## src/rtl/ccd_frame_scheduler.sv

```systemverilog
`default_nettype none
`timescale 1ns/1ps
// ============================================================================
// Module   : ccd_frame_scheduler
// Brief    : Linear-CCD frame scheduler: SH/ICG sequencing, pixel indexing,
//            overrun detection. Define CCD_DARK_SUB_EN for dark subtraction.
// Revision : 1.0 - initial release
// ============================================================================
module ccd_frame_scheduler #(
    parameter int NPIX   = 3694,
    parameter int MIN_SH = 10,
    parameter int DEF_SH = 100
) (
    input  logic        clk_50m,
    input  logic        rst,
    input  logic        start,
    input  logic        stop,
    input  logic        cont_mode,
    input  logic [15:0] int_time,
    input  logic        icg_in,
    input  logic        adc_valid,
    input  logic [11:0] adc_data,
    output logic [15:0] sh_pulse,
    output logic        pix_valid,
    output logic [11:0] pix_data,
    output logic [11:0] pix_idx,
    output logic        frame_done,
    output logic        busy,
    output logic        overrun
);

    localparam logic [2:0] S_IDLE     = 3'd0;
    localparam logic [2:0] S_ARM      = 3'd1;
    localparam logic [2:0] S_WAIT_ICG = 3'd2;
    localparam logic [2:0] S_READOUT  = 3'd3;
    localparam logic [2:0] S_DONE     = 3'd4;

    localparam logic [11:0] c_LAST_IDX = 12'(NPIX - 1);
    localparam logic [15:0] c_MIN_SH   = 16'(MIN_SH);
    localparam logic [15:0] c_DEF_SH   = 16'(DEF_SH);

    logic [2:0]  r_state;
    logic        r_icg_d;
    logic        r_cont;
    logic [11:0] r_cnt;

    logic        w_icg_rise;
    logic        w_restart;
    logic        w_enter_readout;
    logic [11:0] w_idx;
    logic [15:0] w_sh_load;
    logic [11:0] w_pix_out;

    assign w_icg_rise      = icg_in & ~r_icg_d;
    assign w_sh_load       = (int_time < c_MIN_SH) ? c_MIN_SH : int_time;
    // An ICG edge inside READOUT restarts the frame; a coincident strobe becomes pixel 0.
    assign w_restart       = (r_state == S_READOUT) && w_icg_rise;
    assign w_enter_readout = ((r_state == S_WAIT_ICG) && w_icg_rise) || w_restart;
    assign w_idx           = w_restart ? 12'd0 : r_cnt;

`ifdef CCD_DARK_SUB_EN
    logic [15:0] r_dark_sum;
    logic [11:0] w_dark;

    // Sum is final once pixel 31 is in; only pixels >= 32 consume it.
    assign w_dark    = r_dark_sum[15:4];
    assign w_pix_out = (w_idx < 12'd32)    ? adc_data :
                       (adc_data > w_dark) ? (adc_data - w_dark) : 12'd0;

    always_ff @(posedge clk_50m) begin
        if (rst) begin
            r_dark_sum <= 16'd0;
        end else if (w_enter_readout) begin
            r_dark_sum <= 16'd0;
        end else if ((r_state == S_READOUT) && adc_valid && (w_idx[11:4] == 8'd1)) begin
            r_dark_sum <= r_dark_sum + {4'd0, adc_data};
        end
    end
`else
    assign w_pix_out = adc_data;
`endif

    always_ff @(posedge clk_50m) begin
        if (rst) begin
            r_state    <= S_IDLE;
            r_icg_d    <= 1'b0;
            r_cont     <= 1'b0;
            r_cnt      <= 12'd0;
            sh_pulse   <= c_DEF_SH;
            pix_valid  <= 1'b0;
            pix_data   <= 12'd0;
            pix_idx    <= 12'd0;
            frame_done <= 1'b0;
            busy       <= 1'b0;
            overrun    <= 1'b0;
        end else begin
            r_icg_d    <= icg_in;
            pix_valid  <= 1'b0;
            frame_done <= 1'b0;
            if (stop) begin
                r_cont <= 1'b0;
            end
            case (r_state)
                S_IDLE: begin
                    if (start) begin
                        sh_pulse <= w_sh_load;
                        r_cont   <= cont_mode & ~stop;
                        overrun  <= 1'b0;
                        busy     <= 1'b1;
                        r_state  <= S_ARM;
                    end
                end
                S_ARM: begin
                    if (w_icg_rise) begin
                        r_state <= S_WAIT_ICG;
                    end
                end
                S_WAIT_ICG: begin
                    if (w_icg_rise) begin
                        r_cnt   <= 12'd0;
                        pix_idx <= 12'd0;
                        r_state <= S_READOUT;
                    end
                end
                S_READOUT: begin
                    if (w_icg_rise) begin
                        overrun <= 1'b1;
                        r_cnt   <= 12'd0;
                        pix_idx <= 12'd0;
                    end
                    if (adc_valid) begin
                        pix_valid <= 1'b1;
                        pix_data  <= w_pix_out;
                        pix_idx   <= w_idx;
                        r_cnt     <= w_idx + 12'd1;
                        if (w_idx == c_LAST_IDX) begin
                            frame_done <= 1'b1;
                            r_state    <= S_DONE;
                        end
                    end
                end
                S_DONE: begin
                    if (r_cont && !stop) begin
                        r_state <= S_ARM;
                    end else begin
                        busy    <= 1'b0;
                        r_state <= S_IDLE;
                    end
                end
                default: begin
                    busy    <= 1'b0;
                    r_state <= S_IDLE;
                end
            endcase
        end
    end

endmodule
`default_nettype wire

```

## config.mk

```make
export PLATFORM = sky130hd
export DESIGN_NAME = ccd_frame_scheduler
export DESIGN_NICKNAME = d
export VERILOG_FILES = /design/src/rtl/ccd_frame_scheduler.sv
export SDC_FILE = /design/constraint.sdc
export NUM_CORES = 1
export LEC_CHECK = 0
export CORE_MARGIN = 4
export CORE_UTILIZATION = 46
export CTS_CLUSTER_DIAMETER = 100
export DETAILED_ROUTE_END_ITERATION = 10
export HOLD_SLACK_MARGIN = 0.03
export PLACE_DENSITY = 0.8
export SETUP_SLACK_MARGIN = 0.3
export SLEW_MARGIN = 20
export SYNTH_ARGS = -nofsm -noshare
export SYNTH_HDL_FRONTEND = slang
export SYNTH_SLANG_ARGS = --single-unit
```

## constraint.sdc

```tcl
create_clock -name clk_50m -period 2.5 [get_ports clk_50m]
set_input_delay 0.25 -clock clk_50m [delete_from_list [all_inputs] [get_ports clk_50m]]
set_output_delay 0.25 -clock clk_50m [all_outputs]
set_load 0.01 [all_outputs]
```

# [Yosys cells after proc, flatten, opt, wreduce, memory -nomap -nowiden]
# Index checks and enable logic that the tools add are counted.
[totals] latchBits=0 n_memories=0 out_inout_bits=44 ff_bits=61 mem_bits_rw=0 rom_bits=0 inputBits=35
[classes] reduce_logical=14 div_mod_pow=0 multipliers=0 n_eq_ne=12 addsub=1 magnitude_cmp=1 bitwise_logic=7 shift=0 muxes=26
[op_table] operator="$mux W12" n=5
[op_table] operator="$pmux W12 S2" n=2
[op_table] operator="$lt A16 B4 Y1 const B" n=1
[op_table] operator="$mux W16" n=1
[op_table] operator="$mux W3" n=5
[op_table] operator="$pmux W3 S5" n=1
[op_table] operator="$add A12 B1 Y12 const B" n=1
[op_table] operator="$eq A12 B12 Y1 const B" n=1
[op_table] operator="$ne A2 B2 Y1 const B" n=6
[op_table] operator="$mux W1" n=10
[op_table] operator="$eq A3 B2 Y1 const B" n=2
[op_table] operator="$reduce_and A3 Y1" n=2
[op_table] operator="$reduce_or A3 Y1" n=2
[op_table] operator="$not A1 Y1" n=5
[op_table] operator="$reduce_and A5 Y1" n=1
[op_table] operator="$reduce_and A2 Y1" n=2
[op_table] operator="$reduce_bool A2 Y1" n=2
[op_table] operator="$eq A3 B1 Y1 const B" n=1
[op_table] operator="$eq A3 B3 Y1 const B" n=1
[op_table] operator="$logic_not A3 Y1" n=1
[op_table] operator="$pmux W1 S3" n=1
[op_table] operator="$and A1 B1 Y1" n=2
[op_table] operator="$logic_and A1 B1 Y1" n=2
[op_table] operator="$ne A2 B1 Y1 const B" n=1
[op_table] operator="other kinds (3)" n=3

# [Depth between registers and ports, before layout]
[logic_depth] ltp_word=8 mapped_depth=8

# [Least setup slack after synthesis]
# No wires, ideal clock.
[synth_timing] kind="register to register" from="reg r_state[1]" to="reg r_cnt[10]" synth_period_minus_slack_ns=1.868 arrival_time_ns=1.744 stages_incl_launch_ff=9 n_path_buf=0 setup_ns=0.124 path_slack_ns=0.632 t_required_ns=2.376 path_cell_list="dfxtp_1 and4bb_2 nand2_1 and2_1 ha_1 nand3_1 a211oi_1 a31o_2 a21oi_1"
[synth_between] elab_chain_cells=6
[synth_rtl] element="from (decl)" line="42" source="logic [2:0] r_state;"
[synth_rtl] element="from (signal assigned)" line="85" source="r_state <= S_IDLE;"
[synth_rtl] element="from (signal assigned)" line="110" source="r_state <= S_ARM;"
[synth_rtl] element="from (signal assigned)" line="115" source="r_state <= S_WAIT_ICG;"
[synth_rtl] element="$eq A3 B2 Y1" line="57, 103"
[synth_rtl] element="$logic_and A1 B1 Y1" line="57" source="assign w_restart = (r_state == S_READOUT) && w_icg_rise;"
[synth_rtl] element="$mux W12" line="59" source="assign w_idx = w_restart ? 12'd0 : r_cnt;"
[synth_rtl] element="$add A12 B1 Y12" line="135" source="r_cnt <= w_idx + 12'd1;"
[synth_rtl] element="$mux W12" line="131" source="if (adc_valid) begin"
[synth_rtl] element="$pmux W12 S2" line="103" source="case (r_state)"
[synth_rtl] element="to (signal assigned)" line="135"
[synth_rtl] element="to (decl)" line="45" source="logic [11:0] r_cnt;"
# Several ways; a longest one is shown, not always the timed one.
# A chain may end at the register's enable or synchronous reset.

# [Worst setup path after layout]
[layout_timing] from="in icg_in" to="reg r_cnt[10]"
[layout_between] elab_chain_cells=6
[layout_rtl] element="from (decl)" line="20" source="input logic icg_in,"
[layout_rtl] element="$and A1 B1 Y1 (*)" line="54" source="assign w_icg_rise = icg_in & ~r_icg_d;"
[layout_rtl] element="$logic_and A1 B1 Y1" line="57"
[layout_rtl] element="$mux W12" line="59"
[layout_rtl] element="$add A12 B1 Y12" line="135"
[layout_rtl] element="$mux W12" line="131"
[layout_rtl] element="$pmux W12 S2 (*)" line="103"
# Mark *: on every way between the ends. The rest lies on a longest branch, timed or not.

==> metrics.md <==
| Metric | Value |
|---|---|
| Min-Delay Path Class | `in -> reg` |
| Fmax | `479.0 MHz` |
| Worst-path fanout max | `4` |
| Most common cell in the netlist | `dfxtp_1` |
| VDD IR max | `around 0.44 mV` |
| Status | `complete, no violations` |
| Synth Cell Area | `2444 um2` |
| Most frequent cells after synthesis | `dfxtp_1 (61), nand2_1 (59), a21oi_1 (34), clkbuf_1 (15)` |
| Post-route clock period utilization | `83.50%` |
| Setup CP Type | `in -> reg` |
| DRT Pass-1 Iters | `4` |
| RSZ-0062 raised after global routing | `false` |
| PortBufs | `78` |
| Clk Latency, worst-skew pair | `0.34 ns` |
| Post-Layout Cell Count | `435` |
| GR Overflow Total | `0` |
| MaxCap Viol Count | `0` |
| Die height | `80.89 um` |
| Clock H-tree levels | `3` |
| Setup crit end kind | `register` |
| Via Count | `2364` |
| Met3 Use GR | `6.874%` |
| Vias/cell | `5.434` |
| Global-route wire length before repair | `10.32 mm` |
| Initial core utilization | `47.54%` |
| Register area share after synthesis | `49.97%` |
| Top_reg_cell synth | `dfxtp_1` |
| Worst-margin pin slew | `0.6913 ns` |
| Area Growth Syn to Fin | `43.88%` |
| Synth area leader | `dfxtp_1` |
| Unique masters post-synth | `42` |
| Met1 Use GR | `23.21%` |
| Vias in the first global route | `2224` |
| Leakage power | `approximately 1.3 nW` |
| GRT busiest layer | `met2` |
| Num rows | `26` |
| Final hold viol count | `0` |
| Routed WL | `roughly 6.5 mm` |
| Clk slew on worst S/H paths | `roughly 0.07 ns` |
| Root Driver | `clkbuf_8` |
| FF+latch area | `1221 um2` |
| DIE WIDTH | `80.89 um` |
| Routed len/inst | `14.98 um` |
| Area contributors post-synth | `dfxtp_1 (50%), nand2_1 (9.1%), a21oi_1 (7.0%)` |
| GRT Util Overall | `20.70%` |
| CTS sink cnt | `61` |
| Warnings from Yosys | `0` |
| Post-Syn Instances | `approximately 280` |
| Syn Area/Cell | `between 8 and 9 um2` |
| CTS tree | `yes` |
| Filler cells | `459` |
| Syn Nets | `319` |
| GP Congestion | `0.8986` |
| CTS buffer count | `9` |
| Hold_ws | `0.4523 ns` |
| Worst Path Arrival | `2.35 ns` |
| Post-layout min period | `2.088 ns` |
| Final #Nets | `just under 400` |
| Startpoint Class | `input port` |
| Yosys reg bits | `61` |
| Remaining antenna violation count | `0` |
| Area of the multi-input gates | `1136 um2` |
| Initial drt markers | `233` |
| DP Wirelength | `4.676 mm` |
| Req. time, crit path | `2.77 ns` |
| Area of the core | `5140 um2` |
| Final setup fails | `0` |
| TNS Setup | `0 ns` |
| Fin Clk Skew | `~0.0056 ns` |
| Design area | `3516 um2` |
| Post-synth EDFFs | `0` |
| Util after Layout | `68.40%` |
| GR Layer Usage met2 | `a little over a third` |
| Largest net degree at the start of global routing | `42` |
| Post-synth ARST share | `0%` |
| Power per Cell Area | `618.1 nW/um2` |
| Placed instance count | `419` |
| Max_slew headroom | `53.49%` |
| Share of cells above drive strength 1 | `between 9 and 10%` |
| Yosys top cell area share | `49.97%` |
| Post-route DRC | `0` |
| Die ar. | `6542 um2` |
| Ant diodes | `0` |
| Max Transition Viols Final | `0` |
| Initial antenna violation count | `0` |
| # IOs | `79` |
| Dpl cell area | `3294 um2` |
| Clock Path Buffers | `2` |
cells by family after synthesis:
kind of cell             Yosys count  share of synthesized area [%]
buffers and inverters             24                          4.198
AO/OA/AOI/OAI                     71                          18.48
multiplexers                       1                         0.4096
AND/OR/NAND/NOR                  122                          25.35
XOR/XNOR                           3                          1.075
adder cells (fa/ha/maj)            1                         0.5120
flip-flops                        61                          49.97
flip-flops by register name, summed over array words and instances, names as in the netlist:
| name | count |
|---|---|
| pix_idx | 12 |
| sh_pulse | 16 |
| r_state | 3 |
| r_icg_d | 1 |
| r_cont | 1 |
| r_cnt | 12 |
| pix_data | 12 |
| frame_done | 1 |
| pix_valid | 1 |
| busy | 1 |
| overrun | 1 |
worst paths after layout:
check | startpoint | end | slack, ns | depth (start not counted)
worst min register to register | sh_pulse[0] | sh_pulse[0] | 0.45 | 2
worst min-delay path | adc_data[4] | pix_data[4] | 0.45 | 3
worst max register to register | r_icg_d | r_cnt[10] | 0.46 | 8
worst max-delay path | icg_in | r_cnt[10] | 0.41 | 9
metal layers:
metal	part of all wire, %	up-vias
met5	0	-
met3	7.8	12
met4	1.5	0
li1	-	1160
met1	41	1100
met2	49	92
through the flow:
step                      total power [mW]  setup WS (ns)
after floorplan                      1.145         0.6325
after global placement               1.279         0.1202
after detailed placement             1.282       -0.01990
after CTS                            2.192         0.3418
after global routing                 2.261         0.3103
final                                2.173         0.4124
report_power, final:
group          total, mW  internal (mW)  switching (mW)
sequential          1.02           1.00          0.0203
combinational      0.241          0.130           0.111
clock              0.911          0.540           0.370
worst max-delay path: stages:
cell             delay (ns)
clkdlybuf4s50_1        0.46
and4bb_2               0.29
nand2_1                0.12
and2_1                 0.20
ha_1                   0.19
nand3_1                0.16
a211oi_2               0.36
nand4_1                0.14
a21oi_1                0.17
timing repair:
item / 4_1_cts / 5_1_grt
setup buffers: 0 / 0
endpoints found under the hold margin: 0 / 0
endpoints found under the setup margin: 0 / 2
gates resized for setup: 0 / 1
hold buffers: 0 / 0
placed cells by master (no fill, tap or decap), types with 2 or more instances in the layout:
master,n
nor2b_1,4
nor2_1,13
clkbuf_8,12
xnor2_1,3
nand3_1,5
and2_1,2
o21ai_0,9
nand3b_1,2
a31o_2,2
nor4_1,6
clkdlybuf4s50_1,78
a311oi_1,4
o21a_1,3
o31ai_1,2
or4_1,3
a21oi_1,34
a22o_1,13
and3_1,3
nor3_1,5
buf_4,9
or2_2,2
or3_1,2
dfxtp_1,61
inv_1,3
nand2_1,59
nand4_1,5
nand2b_1,2
final cells by class:
class / instances / area share [%]
Inverter: 3 / 0.3203
Multi-Input combinational cell: 198 / 32.31
Clock buffer: 13 / 4.804
Clock inverter: 3 / 1.210
Timing Repair Buffer: 87 / 24.13
Sequential cell: 61 / 34.73
Tap cell: 70 / 2.491
Power figures use the tool's default switching activity.
